### src/rtl/i2c_target_pkg.sv
// Shared types and constants for the I2C target register responder.
package i2c_target_pkg;

  typedef enum logic [3:0] {
    IDLE,
    ADDR,
    ADDR_ACK,
    PTR,
    PTR_ACK,
    WDATA,
    WDATA_ACK,
    RDATA,
    RACK,
    IGNORE
  } state_e;

  localparam logic I2C_ACK  = 1'b0;
  localparam logic I2C_NACK = 1'b1;

  localparam logic [6:0] DEF_DEV_ADDR = 7'h48;

endpackage

### src/rtl/i2c_target_filter.sv
// Two-flop synchronizer plus a FILT_LEN-sample glitch filter on one I2C line.
// o_rise/o_fall pulse for one cycle together with the change of o_level.
module i2c_target_filter #(
  parameter int FILT_LEN = 4
) (
  input  logic clk_i,
  input  logic rst_ni,
  input  logic i_d,
  output logic o_level,
  output logic o_rise,
  output logic o_fall
);

  localparam int CW = (FILT_LEN > 1) ? $clog2(FILT_LEN) : 1;
  localparam logic [CW-1:0] LAST = CW'(FILT_LEN - 1);

  logic [1:0]    r_sync;
  logic [CW-1:0] r_cnt;
  logic          r_level;
  logic          r_rise;
  logic          r_fall;

  // The level only flips after FILT_LEN consecutive samples disagree with it;
  // any agreeing sample restarts the count, so short glitches are dropped.
  always_ff @(posedge clk_i) begin
    if (!rst_ni) begin
      r_sync  <= 2'b11;
      r_cnt   <= '0;
      r_level <= 1'b1;
      r_rise  <= 1'b0;
      r_fall  <= 1'b0;
    end else begin
      r_sync <= {r_sync[0], i_d};
      r_rise <= 1'b0;
      r_fall <= 1'b0;
      if (r_sync[1] != r_level) begin
        if (r_cnt == LAST) begin
          r_level <= r_sync[1];
          r_cnt   <= '0;
          r_rise  <= r_sync[1];
          r_fall  <= ~r_sync[1];
        end else begin
          r_cnt <= r_cnt + CW'(1);
        end
      end else begin
        r_cnt <= '0;
      end
    end
  end

  assign o_level = r_level;
  assign o_rise  = r_rise;
  assign o_fall  = r_fall;

endmodule

### src/rtl/i2c_target_regs.sv
// I2C target with a byte-wide register file: pointer write, burst write,
// burst read with auto-increment, plus a local fabric write port.
module i2c_target_regs
  import i2c_target_pkg::*;
#(
  parameter logic [6:0] DEV_ADDR = DEF_DEV_ADDR,
  parameter int         NREGS    = 16,
  parameter int         FILT_LEN = 4
) (
  input  logic                       clk_i,
  input  logic                       rst_ni,
  input  logic                       scl_i,
  input  logic                       sda_i,
  output logic                       sda_oe_o,
  input  logic                       loc_we_i,
  input  logic [$clog2(NREGS)-1:0]   loc_idx_i,
  input  logic [7:0]                 loc_wdata_i,
  output logic [NREGS*8-1:0]         regs_o,
  output logic                       i2c_wr_o,
  output logic [$clog2(NREGS)-1:0]   i2c_idx_o,
  output logic                       busy_o
);

  localparam int IW = $clog2(NREGS);

  logic w_sclLvl, w_sclRise, w_sclFall;
  logic w_sdaLvl, w_sdaRise, w_sdaFall;
  logic w_start, w_stop;

  state_e        r_state, w_stateNext;
  logic [2:0]    r_bitCnt, w_bitCntNext;
  logic [7:0]    r_shift, w_shiftNext;
  logic [IW-1:0] r_ptr, w_ptrNext, w_ptrInc;
  logic          r_sdaOe, w_sdaOeNext;
  logic          r_busy, w_busyNext;
  logic          r_rw, w_rwNext;
  logic          r_mAck, w_mAckNext;
  logic          w_wr;
  logic [7:0]    w_byte;
  logic [7:0]    r_regs [NREGS];

  i2c_target_filter #(.FILT_LEN(FILT_LEN)) u_sclFilt (
    .clk_i   (clk_i),
    .rst_ni  (rst_ni),
    .i_d     (scl_i),
    .o_level (w_sclLvl),
    .o_rise  (w_sclRise),
    .o_fall  (w_sclFall)
  );

  i2c_target_filter #(.FILT_LEN(FILT_LEN)) u_sdaFilt (
    .clk_i   (clk_i),
    .rst_ni  (rst_ni),
    .i_d     (sda_i),
    .o_level (w_sdaLvl),
    .o_rise  (w_sdaRise),
    .o_fall  (w_sdaFall)
  );

  assign w_start  = w_sdaFall & w_sclLvl;
  assign w_stop   = w_sdaRise & w_sclLvl;
  assign w_byte   = {r_shift[6:0], w_sdaLvl};
  assign w_ptrInc = r_ptr + IW'(1);

  always_ff @(posedge clk_i) begin
    if (!rst_ni) begin
      r_state  <= IDLE;
      r_bitCnt <= '0;
      r_shift  <= '0;
      r_ptr    <= '0;
      r_sdaOe  <= 1'b0;
      r_busy   <= 1'b0;
      r_rw     <= 1'b0;
      r_mAck   <= 1'b0;
    end else begin
      r_state  <= w_stateNext;
      r_bitCnt <= w_bitCntNext;
      r_shift  <= w_shiftNext;
      r_ptr    <= w_ptrNext;
      r_sdaOe  <= w_sdaOeNext;
      r_busy   <= w_busyNext;
      r_rw     <= w_rwNext;
      r_mAck   <= w_mAckNext;
    end
  end

  // In the ACK states r_sdaOe doubles as the phase flag: low means waiting for
  // the 8th falling edge to pull SDA, high means waiting for the 9th to release.
  always_comb begin
    w_stateNext  = r_state;
    w_bitCntNext = r_bitCnt;
    w_shiftNext  = r_shift;
    w_ptrNext    = r_ptr;
    w_sdaOeNext  = r_sdaOe;
    w_busyNext   = r_busy;
    w_rwNext     = r_rw;
    w_mAckNext   = r_mAck;
    w_wr         = 1'b0;
    if (w_start) begin
      w_stateNext  = ADDR;
      w_busyNext   = 1'b1;
      w_bitCntNext = '0;
      w_sdaOeNext  = 1'b0;
      w_mAckNext   = 1'b0;
    end else if (w_stop) begin
      w_stateNext = IDLE;
      w_busyNext  = 1'b0;
      w_sdaOeNext = 1'b0;
      w_mAckNext  = 1'b0;
    end else begin
      case (r_state)
        ADDR: if (w_sclRise) begin
          w_shiftNext  = w_byte;
          w_bitCntNext = r_bitCnt + 3'd1;
          if (r_bitCnt == 3'd7) begin
            w_rwNext    = w_byte[0];
            w_stateNext = (w_byte[7:1] == DEV_ADDR) ? ADDR_ACK : IGNORE;
          end
        end
        ADDR_ACK: if (w_sclFall) begin
          if (!r_sdaOe) begin
            w_sdaOeNext = ~I2C_ACK;
          end else if (r_rw) begin
            w_shiftNext = r_regs[r_ptr];
            w_sdaOeNext = ~r_regs[r_ptr][7];
            w_stateNext = RDATA;
          end else begin
            w_sdaOeNext = 1'b0;
            w_stateNext = PTR;
          end
        end
        PTR: if (w_sclRise) begin
          w_shiftNext  = w_byte;
          w_bitCntNext = r_bitCnt + 3'd1;
          if (r_bitCnt == 3'd7) begin
            w_ptrNext   = w_byte[IW-1:0];
            w_stateNext = PTR_ACK;
          end
        end
        PTR_ACK: if (w_sclFall) begin
          if (!r_sdaOe) begin
            w_sdaOeNext = ~I2C_ACK;
          end else begin
            w_sdaOeNext = 1'b0;
            w_stateNext = WDATA;
          end
        end
        WDATA: if (w_sclRise) begin
          w_shiftNext  = w_byte;
          w_bitCntNext = r_bitCnt + 3'd1;
          if (r_bitCnt == 3'd7) begin
            w_wr        = 1'b1;
            w_stateNext = WDATA_ACK;
          end
        end
        WDATA_ACK: if (w_sclFall) begin
          if (!r_sdaOe) begin
            w_sdaOeNext = ~I2C_ACK;
          end else begin
            w_sdaOeNext = 1'b0;
            w_ptrNext   = w_ptrInc;
            w_stateNext = WDATA;
          end
        end
        RDATA: if (w_sclFall) begin
          if (r_bitCnt == 3'd7) begin
            w_sdaOeNext  = 1'b0;
            w_bitCntNext = '0;
            w_stateNext  = RACK;
          end else begin
            w_shiftNext  = {r_shift[6:0], r_shift[7]};
            w_sdaOeNext  = ~r_shift[6];
            w_bitCntNext = r_bitCnt + 3'd1;
          end
        end
        RACK: if (w_sclRise) begin
          if (w_sdaLvl == I2C_NACK) begin
            w_ptrNext   = w_ptrInc;
            w_stateNext = IGNORE;
          end else begin
            w_mAckNext = 1'b1;
          end
        end else if (w_sclFall && r_mAck) begin
          w_mAckNext  = 1'b0;
          w_ptrNext   = w_ptrInc;
          w_shiftNext = r_regs[w_ptrInc];
          w_sdaOeNext = ~r_regs[w_ptrInc][7];
          w_stateNext = RDATA;
        end
        default: ;
      endcase
    end
  end

  // The local write is applied after the I2C commit so it wins a same-index collision.
  always_ff @(posedge clk_i) begin
    if (!rst_ni) begin
      for (int k = 0; k < NREGS; k++) r_regs[k] <= '0;
    end else begin
      if (w_wr) r_regs[r_ptr] <= w_byte;
      if (loc_we_i) r_regs[loc_idx_i] <= loc_wdata_i;
    end
  end

  for (genvar k = 0; k < NREGS; k++) begin : g_flat
    assign regs_o[8*k +: 8] = r_regs[k];
  end

  assign sda_oe_o  = r_sdaOe;
  assign busy_o    = r_busy;
  assign i2c_wr_o  = w_wr;
  assign i2c_idx_o = r_ptr;

endmodule

### config.mk
export PLATFORM = sky130hd
export DESIGN_NAME = i2c_target_regs
export DESIGN_NICKNAME = d
export VERILOG_FILES = /design/src/rtl/i2c_target_pkg.sv /design/src/rtl/i2c_target_filter.sv /design/src/rtl/i2c_target_regs.sv
export SDC_FILE = /design/constraint.sdc
export NUM_CORES = 1
export LEC_CHECK = 0
export ABC_AREA = 1
export ABC_CLOCK_PERIOD_IN_PS = 4100
export BUFFER_PORTS_ARGS = -buffer_cell sky130_fd_sc_hd__buf_4
export CAP_MARGIN = 30
export CORE_ASPECT_RATIO = 1.4
export CORE_MARGIN = 3
export CORE_UTILIZATION = 53
export CTS_CLUSTER_DIAMETER = 30
export CTS_CLUSTER_SIZE = 20
export DETAILED_ROUTE_END_ITERATION = 8
export PLACE_DENSITY = 0.72
export SETUP_SLACK_MARGIN = 0.15
export SLEW_MARGIN = 5
export SYNTH_ARGS = -nofsm -noshare
export SYNTH_HDL_FRONTEND = slang
export SYNTH_HIERARCHICAL = 1
export SYNTH_SLANG_ARGS = --single-unit
export TNS_END_PERCENT = 1
### constraint.sdc
create_clock -name clk_i -period 4.1 [get_ports clk_i]
set_clock_uncertainty 0.1 [all_clocks]
set_input_delay 0.82 -clock clk_i [delete_from_list [all_inputs] [get_ports clk_i]]
set_output_delay 0.82 -clock clk_i [all_outputs]
set_load 0.1 [all_outputs]
==> impl_metrics.json, run 1 <==
{
  "path_clk_slew_ns": 0.08,
  "dr.pass1.iters": 6,
  "reg2reg_to": "sda_oe_o",
  "cts_setup_buffers": 0,
  "wl_per_cell_um": 24.2,
  "power.total_mw": 7.92,
  "dp_cells": 1687,
  "ctsResizeCount": 0,
  "die_y_um": 172,
  "drcViolationCount": 0,
  "syn_inst": 1366,
  "fmax_mhz": 346,
  "synth_cell_types": 40,
  "grt_pass1_vias": 9977,
  "fin_util_pct": 63.6,
  "switchingPower_mw": 4.03,
  "ios": 152,
  "ant_nets": 0,
  "first_iter_violations": 1607,
  "hold_path_end": "u_sdaFilt/r_sync[1]",
  "synth_enable_flop_cells": 128,
  "synth_area_um2": 10500,
  "r2r_cells": 10,
  "wirelength_um": 41600,
  "rsz0062_at_grt": "no",
  "finalSetupViolCount": 0,
  "syn-num-nets": 1391,
  "core_um2": 19300,
  "via_per_inst": 6.35,
  "gp_congestion": 1.00,
  "n_antenna_cell": 0,
  "p_seq_share_pct": 29.0,
  "start_util_pct": 54.2,
  "top_layer": "met5",
  "period_share_pct": 70.4,
  "wl_met3_um": 4330,
  "cp_max_fo": 4,
  "slew_headroom_pct": 24.5,
  "placed_cell_area_um2": 11600,
  "clkPwrFrac_pct": 20.6,
  "fillers": 1748,
  "final_common_cell": "nand2_1",
  "stdcell_area_um2": 12300,
  "dp_hpwl_um": 29100,
  "vias": 10900,
  "switching_share_pct": 50.8,
  "grt_max_degree": 77,
  "min_path_cells": 2,
  "htreeDepth": 4,
  "yosys_warnings": 6,
  "drv_cap": 0,
  "final_cells": 1720,
  "ys.flop_type": "edfxtp_1",
  "worst_setup_path_start_kind": "register",
  "area_growth_pct": 17.3,
  "wl_met2_um": 20000,
  "cts.sinks": 169,
  "hp-start": "u_sdaFilt/r_sync[0]",
  "async_flop_share_pct": 0,
  "port_buffers": 151,
  "cts_hold_buf": 0,
  "grt-ovfl-total": 0,
  "arrival_ns": 1.97,
  "syn_avg_cell_area_um2": 7.66,
  "cts_buffer_depth": 2,
  "pwr_density_cell_nw_per_um2": 645,
  "status": "complete, no violations",
  "grt_usage_pct": 38.0,
  "antenna_found_initial": 1,
  "root_buffer": "clkbuf_16",
  "worstMarginPinSlew_ns": 1.13,
  "dieArea_um2": 21500,
  "worstPathRequired_ns": 3.18,
  "grt_pass1_wl_um": 61200,
  "r2r-start": "i2c_idx_o[1]",
  "final.min_clock_period_ns": 2.89,
  "wl_met1_um": 13500,
  "cp-end-kind": "output port",
  "ys_ff_latch": 169,
  "cts_tree": "built",
  "clk_latency_ns": 0.44,
  "maxSlewViolCount": 0,
  "yosys.area.top_type_share_pct": 36.7,
  "layout_common_cells": "nand2_1 (284), buf_4 (164), nand3_1 (158), inv_1 (144), edfxtp_1 (128)",
  "critPathKind": "reg2out",
  "combPwrFrac_pct": 50.4,
  "seq_area_frac_synth_pct": 44.6,
  "numCtsBuffers": 17,
  "row_count": 60,
  "yosys-top-cells-area": "edfxtp_1 (37%), nand2_1 (10%), dfxtp_1 (7.8%)",
  "hp-class": "reg2reg",
  "tns_ns": 0,
  "die_w_um": 125,
  "vdd_ir_drop_max_mv": 0.437,
  "hold_violations": 0,
  "reg2reg_slack_ns": 1.36,
  "synth_area_leader_cell": "edfxtp_1",
  "intPower_mw": 3.89,
  "power.static_leakage_nw": 5.02,
  "nets": 1484,
  "drive_above_1_share_pct": 17.4
}
==> power groups by stage <==
stage          Combinational (mW)  Sequential [mW]  Clock, mW
2_1_floorplan                2.29             2.81          0
3_3_place_gp                 3.83             2.34          0
3_5_place_dp                 3.84             2.34          0
4_1_cts                      3.85             2.30       1.63
5_1_grt                      4.28             2.30       1.70
6_report                     4.00             2.30       1.63
==> registers in the layout, summed over array words and instances, names as in the netlist, named ones only <==
signal / flops
u_sclFilt/o_level: 1
u_sclFilt/o_fall: 1
r_state: 4
r_mAck: 1
u_sdaFilt/r_sync: 2
r_bitCnt: 3
r_shift: 8
busy_o: 1
r_rw: 1
i2c_idx_o: 4
u_sclFilt/r_sync: 2
u_sdaFilt/o_level: 1
u_sclFilt/o_rise: 1
r_regs: 128
u_sdaFilt/o_rise: 1
u_sdaFilt/o_fall: 1
sda_oe_o: 1
u_sclFilt/r_cnt: 2
u_sdaFilt/r_cnt: 2
==> how the worst max path moves through the flow <==
stage,startpoint,endpoint
2_1_floorplan,i2c_idx_o[0],r_shift[6]
3_3_place_gp,rst_ni,r_regs[9][0]
3_5_place_dp,rst_ni,r_regs[8][0]
4_1_cts,r_bitCnt[0],i2c_wr_o
5_1_grt,r_bitCnt[0],i2c_wr_o
6_report,r_bitCnt[0],i2c_wr_o
==> per-stage QoR <==
stage	hold WS [ns]	worst slack (ns)
finish	0.310	1.21
global route	0.332	1.12
CTS	0.313	1.21
detailed placement	0.294	1.20
global placement	0.283	1.26
floorplan	0.280	1.01
==> synth_stat cells, drive strengths merged, types with 2 or more instances <==
master	instances
nor4	3
a21oi	106
clkbuf	62
o21ai	128
nand2	299
inv	156
nand3	159
clkinv	12
o211ai	32
dfxtp	41
edfxtp	128
o22ai	104
xor2	2
nand4	7
ha	8
o31ai	9
nor2	69
nor3	6
buf	30
==> layer usage <==
layer  vias to the layer above  GRT usage (%)
met5                         -              0
met2                       850           64.6
li1                       4928              -
met1                      4943           43.7
met3                       191           5.81
met4                         2           27.9
==> worst max-delay path: stages, from the launching register on <==
cell	delay (ns)
dfxtp_1	0.36
ha_1	0.16
ha_1	0.24
nand2_1	0.15
nor3_4	0.27
buf_4	0.34
==> logic make-up (layout without fill, tap and decap cells) <==
| kind of cell | Yosys count | count (layout) | share of synthesized area (%) |
|---|---|---|---|
| simple gates | 545 | 545 | 23.4 |
| compound gates | 381 | 381 | 20.9 |
| buf+inv | 260 | 366 | 9.69 |
| flops | 169 | 169 | 44.6 |
| fa+ha+maj | 8 | 8 | 0.957 |
| xor+xnor | 3 | 3 | 0.466 |
==> final cells by class <==
type | instances | area, um2 | area share [%]
multi-input combinational | 937 | 4790 | 39.0
tap | 248 | 310 | 2.53
inverter | 168 | 631 | 5.14
sequential | 169 | 4670 | 38.0
timing repair buffer | 166 | 1280 | 10.4
clock buffer | 18 | 433 | 3.53
clock inverter | 14 | 170 | 1.39
Power figures use the tool's default switching activity.
==> run 2, diff against run 1 <==
--- a/config.mk
+++ b/config.mk
@@ -5,17 +5,17 @@
 export SDC_FILE = /design/constraint.sdc
 export NUM_CORES = 1
 export LEC_CHECK = 0
-export ABC_AREA = 1
-export ABC_CLOCK_PERIOD_IN_PS = 4100
+export ABC_AREA = 0
+export ABC_CLOCK_PERIOD_IN_PS = 2400
 export BUFFER_PORTS_ARGS = -buffer_cell sky130_fd_sc_hd__buf_4
 export CAP_MARGIN = 30
 export CORE_ASPECT_RATIO = 1.4
 export CORE_MARGIN = 3
-export CORE_UTILIZATION = 53
+export CORE_UTILIZATION = 52
 export CTS_CLUSTER_DIAMETER = 30
 export CTS_CLUSTER_SIZE = 20
 export DETAILED_ROUTE_END_ITERATION = 8
-export PLACE_DENSITY = 0.72
+export PLACE_DENSITY = 0.74
 export SETUP_SLACK_MARGIN = 0.15
 export SLEW_MARGIN = 5
 export SYNTH_ARGS = -nofsm -noshare
==> constraint.sdc (replaced) <==
create_clock -name clk_i -period 2.4 [get_ports clk_i]
set_clock_uncertainty 0.1 [all_clocks]
set_input_delay 0.48 -clock clk_i [delete_from_list [all_inputs] [get_ports clk_i]]
set_output_delay 0.48 -clock clk_i [all_outputs]
set_load 0.1 [all_outputs]
==> impl_metrics.json, run 2 <==
{
  "status": "complete, no violations",
  "yosys.area.top_type_share_pct": 38.4,
  "cp_max_fo": 9,
  "fin_util_pct": 71.8,
  "grt_usage_pct": 35.2,
  "period_share_pct": 98.6,
  "critPathKind": "reg2reg",
  "final_common_cell": "buf_4",
  "path_clk_slew_ns": 0.08,
  "yosys_warnings": 6,
  "async_flop_share_pct": 0,
  "core_um2": 18800,
  "grt-busiest-layer": "met2",
  "die_w_um": 123,
  "ios": 152,
  "gp_congestion": 0.977,
  "die_y_um": 170,
  "crit_chain": "inv_2, ha_4, buf_12, mux2i_1, mux4_2, mux2_4, a221oi_4, a2111oi_2",
  "syn-num-nets": 787,
  "grt-ovfl-total": 0,
  "power.total_mw": 11.8,
  "finalSetupViolCount": 0,
  "pre_cts_slack_ns": -0.00643,
  "vdd_ir_drop_max_mv": 0.620,
  "dp_hpwl_um": 27500,
  "syn_avg_cell_area_um2": 13.1,
  "cts_hold_buf": 0,
  "largest_register_ffs": 128,
  "cp-end-kind": "register",
  "htreeDepth": 4,
  "met1_usage_pct": 40.6,
  "dp_cells": 1199,
  "n_antenna_cell": 0,
  "hp-class": "in2reg",
  "synth_cell_types": 71,
  "power.static_leakage_nw": 4.92,
  "clk_latency_ns": 0.43,
  "final.min_clock_period_ns": 2.37,
  "drv_cap": 0,
  "port_buffers": 151,
  "via_per_inst": 7.09,
  "drcViolationCount": 0,
  "cts_buffer_depth": 2,
  "nets": 1001,
  "wirelength_um": 36500,
  "synth_commonest_cells": "a22o_1 (128), edfxtp_1 (128), mux4_2 (60), clkbuf_1 (46), dfxtp_1 (41)",
  "worstPathRequired_ns": 2.59,
  "final_cells": 1233,
  "slowest_delay_ns": 0.48,
  "yosys-top-cells-area": "edfxtp_1 (38%), mux4_2 (14%), a22o_1 (11%)",
  "cp_slowest_cell": "mux4_2",
  "antenna_found_initial": 0,
  "grtUsageMet3_pct": 6.95,
  "ys_ff_latch": 169,
  "worst_setup_path_start_kind": "register",
  "placed_cell_area_um2": 12600,
  "grt_pass1_wl_um": 54200,
  "synth_enable_flop_cells": 128,
  "start_util_pct": 53.3,
  "synth_area_um2": 10000,
  "vias": 8748,
  "regMostFlops": "r_regs",
  "hold_violations": 0,
  "globalRouteMet2Util_pct": 62.4,
  "cts_tree": "built",
  "worstMarginPinSlew_ns": 0.771,
  "ant_nets": 0,
  "seq_area_frac_synth_pct": 46.6,
  "syn_inst": 762,
  "dr.pass1.iters": 5,
  "fmax_mhz": 423,
  "cts.sinks": 169,
  "postLayoutSetupSlackWorst_ns": 0.0336,
  "arrival_ns": 2.56,
  "grt_max_degree": 29,
  "root_buffer": "clkbuf_16",
  "synth_area_leader_cell": "edfxtp_1",
  "numCtsBuffers": 17,
  "slew_headroom_pct": 48.4,
  "drive_above_1_share_pct": 46.3,
  "first_iter_violations": 974,
  "grt_pass1_vias": 8755,
  "top_regs": "r_regs: 128 flops, r_shift: 8 flops",
  "layout_common_cells": "buf_4 (236), a22o_1 (128), edfxtp_1 (128), mux4_2 (62), nor2_1 (35)",
  "pwr_density_cell_nw_per_um2": 876,
  "maxSlewViolCount": 0,
  "row_count": 59,
  "ys.flop_type": "edfxtp_1",
  "rsz0062_at_grt": "yes",
  "area_growth_pct": 34.6,
  "stdcell_area_um2": 13500,
  "dieArea_um2": 21000,
  "wl_per_cell_um": 29.6
}
[run 2: cell types whose count changed after synthesis, moves of 26 or more]
cell,previous run,this run
a21oi_1,106,18
a22o_1,0,128
inv_1,145,16
mux2i_1,0,26
mux4_2,0,60
nand2_1,284,28
nand3_1,158,7
o211ai_1,32,4
o21ai_0,125,18
o22ai_1,104,3
[run 2: area by class of cell]
type	count	area, um2
Sequential cell	169	4690
Tap cell	244	305
Multi-Input combinational cell	501	5340
Fill cell	1279	5290
Clock buffer	17	425
Inverter	16	62.6
Clock inverter	15	209
Timing Repair Buffer	271	2440
[run 2: path summary, 6_finish.rpt]
kind              cells after the start                start             endpoint  slack [ns]
hold / removal                        2                scl_i  u_sclFilt/r_sync[0]        0.13
setup / recovery                      8         i2c_idx_o[1]             sda_oe_o        0.03
setup reg to reg                      8         i2c_idx_o[1]             sda_oe_o        0.03
hold reg to reg                       1  u_sclFilt/r_sync[0]  u_sclFilt/r_sync[1]        0.31
[run 2: metal layers]
layer	up-vias	wire, um
li1	3575	-
met1	4358	11800
met2	653	19400
met3	162	3360
met4	0	1920
met5	-	0
[run 2: metrics by stage]
stage	hold slack (ns)	setup TNS, ns
detailed placement	0.296	-0.00643
global placement	0.298	0
global route	0.115	-0.0778
finish	0.130	0
CTS	0.116	0
floorplan	0.286	-1.79
[run 2: worst max-delay path, delay by kind of cell (launching register included)]
family / cells / cell delay (ns)
muxes: 3 / 0.95
AOI/OAI and AO/OA: 2 / 0.36
DFF: 1 / 0.36
adders and majority gates: 1 / 0.26
buffers and inverters: 2 / 0.20
[run 2: power by group]
part           switching [mW]  internal (mW)
Clock                    1.41           1.45
Sequential              0.290           3.38
Combinational            3.17           2.10
[run 2: cell families (layout without fill, tap and decap cells)]
family | count (synthesis) | count (layout) | synth area share [%]
AND/OR/NAND/NOR | 148 | 148 | 10.6
buffers and inverters | 92 | 319 | 3.78
XOR/XNOR | 4 | 4 | 0.350
AO/OA/AOI/OAI | 238 | 238 | 19.3
flip-flops | 169 | 169 | 46.6
adder cells (fa/ha/maj) | 8 | 8 | 1.00
multiplexers | 103 | 103 | 18.3
[run 2: what timing repair did]
item | 4_1_cts | 5_1_grt
setup buffers | 2 | 0
gates cloned | 0 | 0
resized for setup | 4 | 32
endpoints found under the setup margin | 141 | 277
pin swaps | 2 | 47
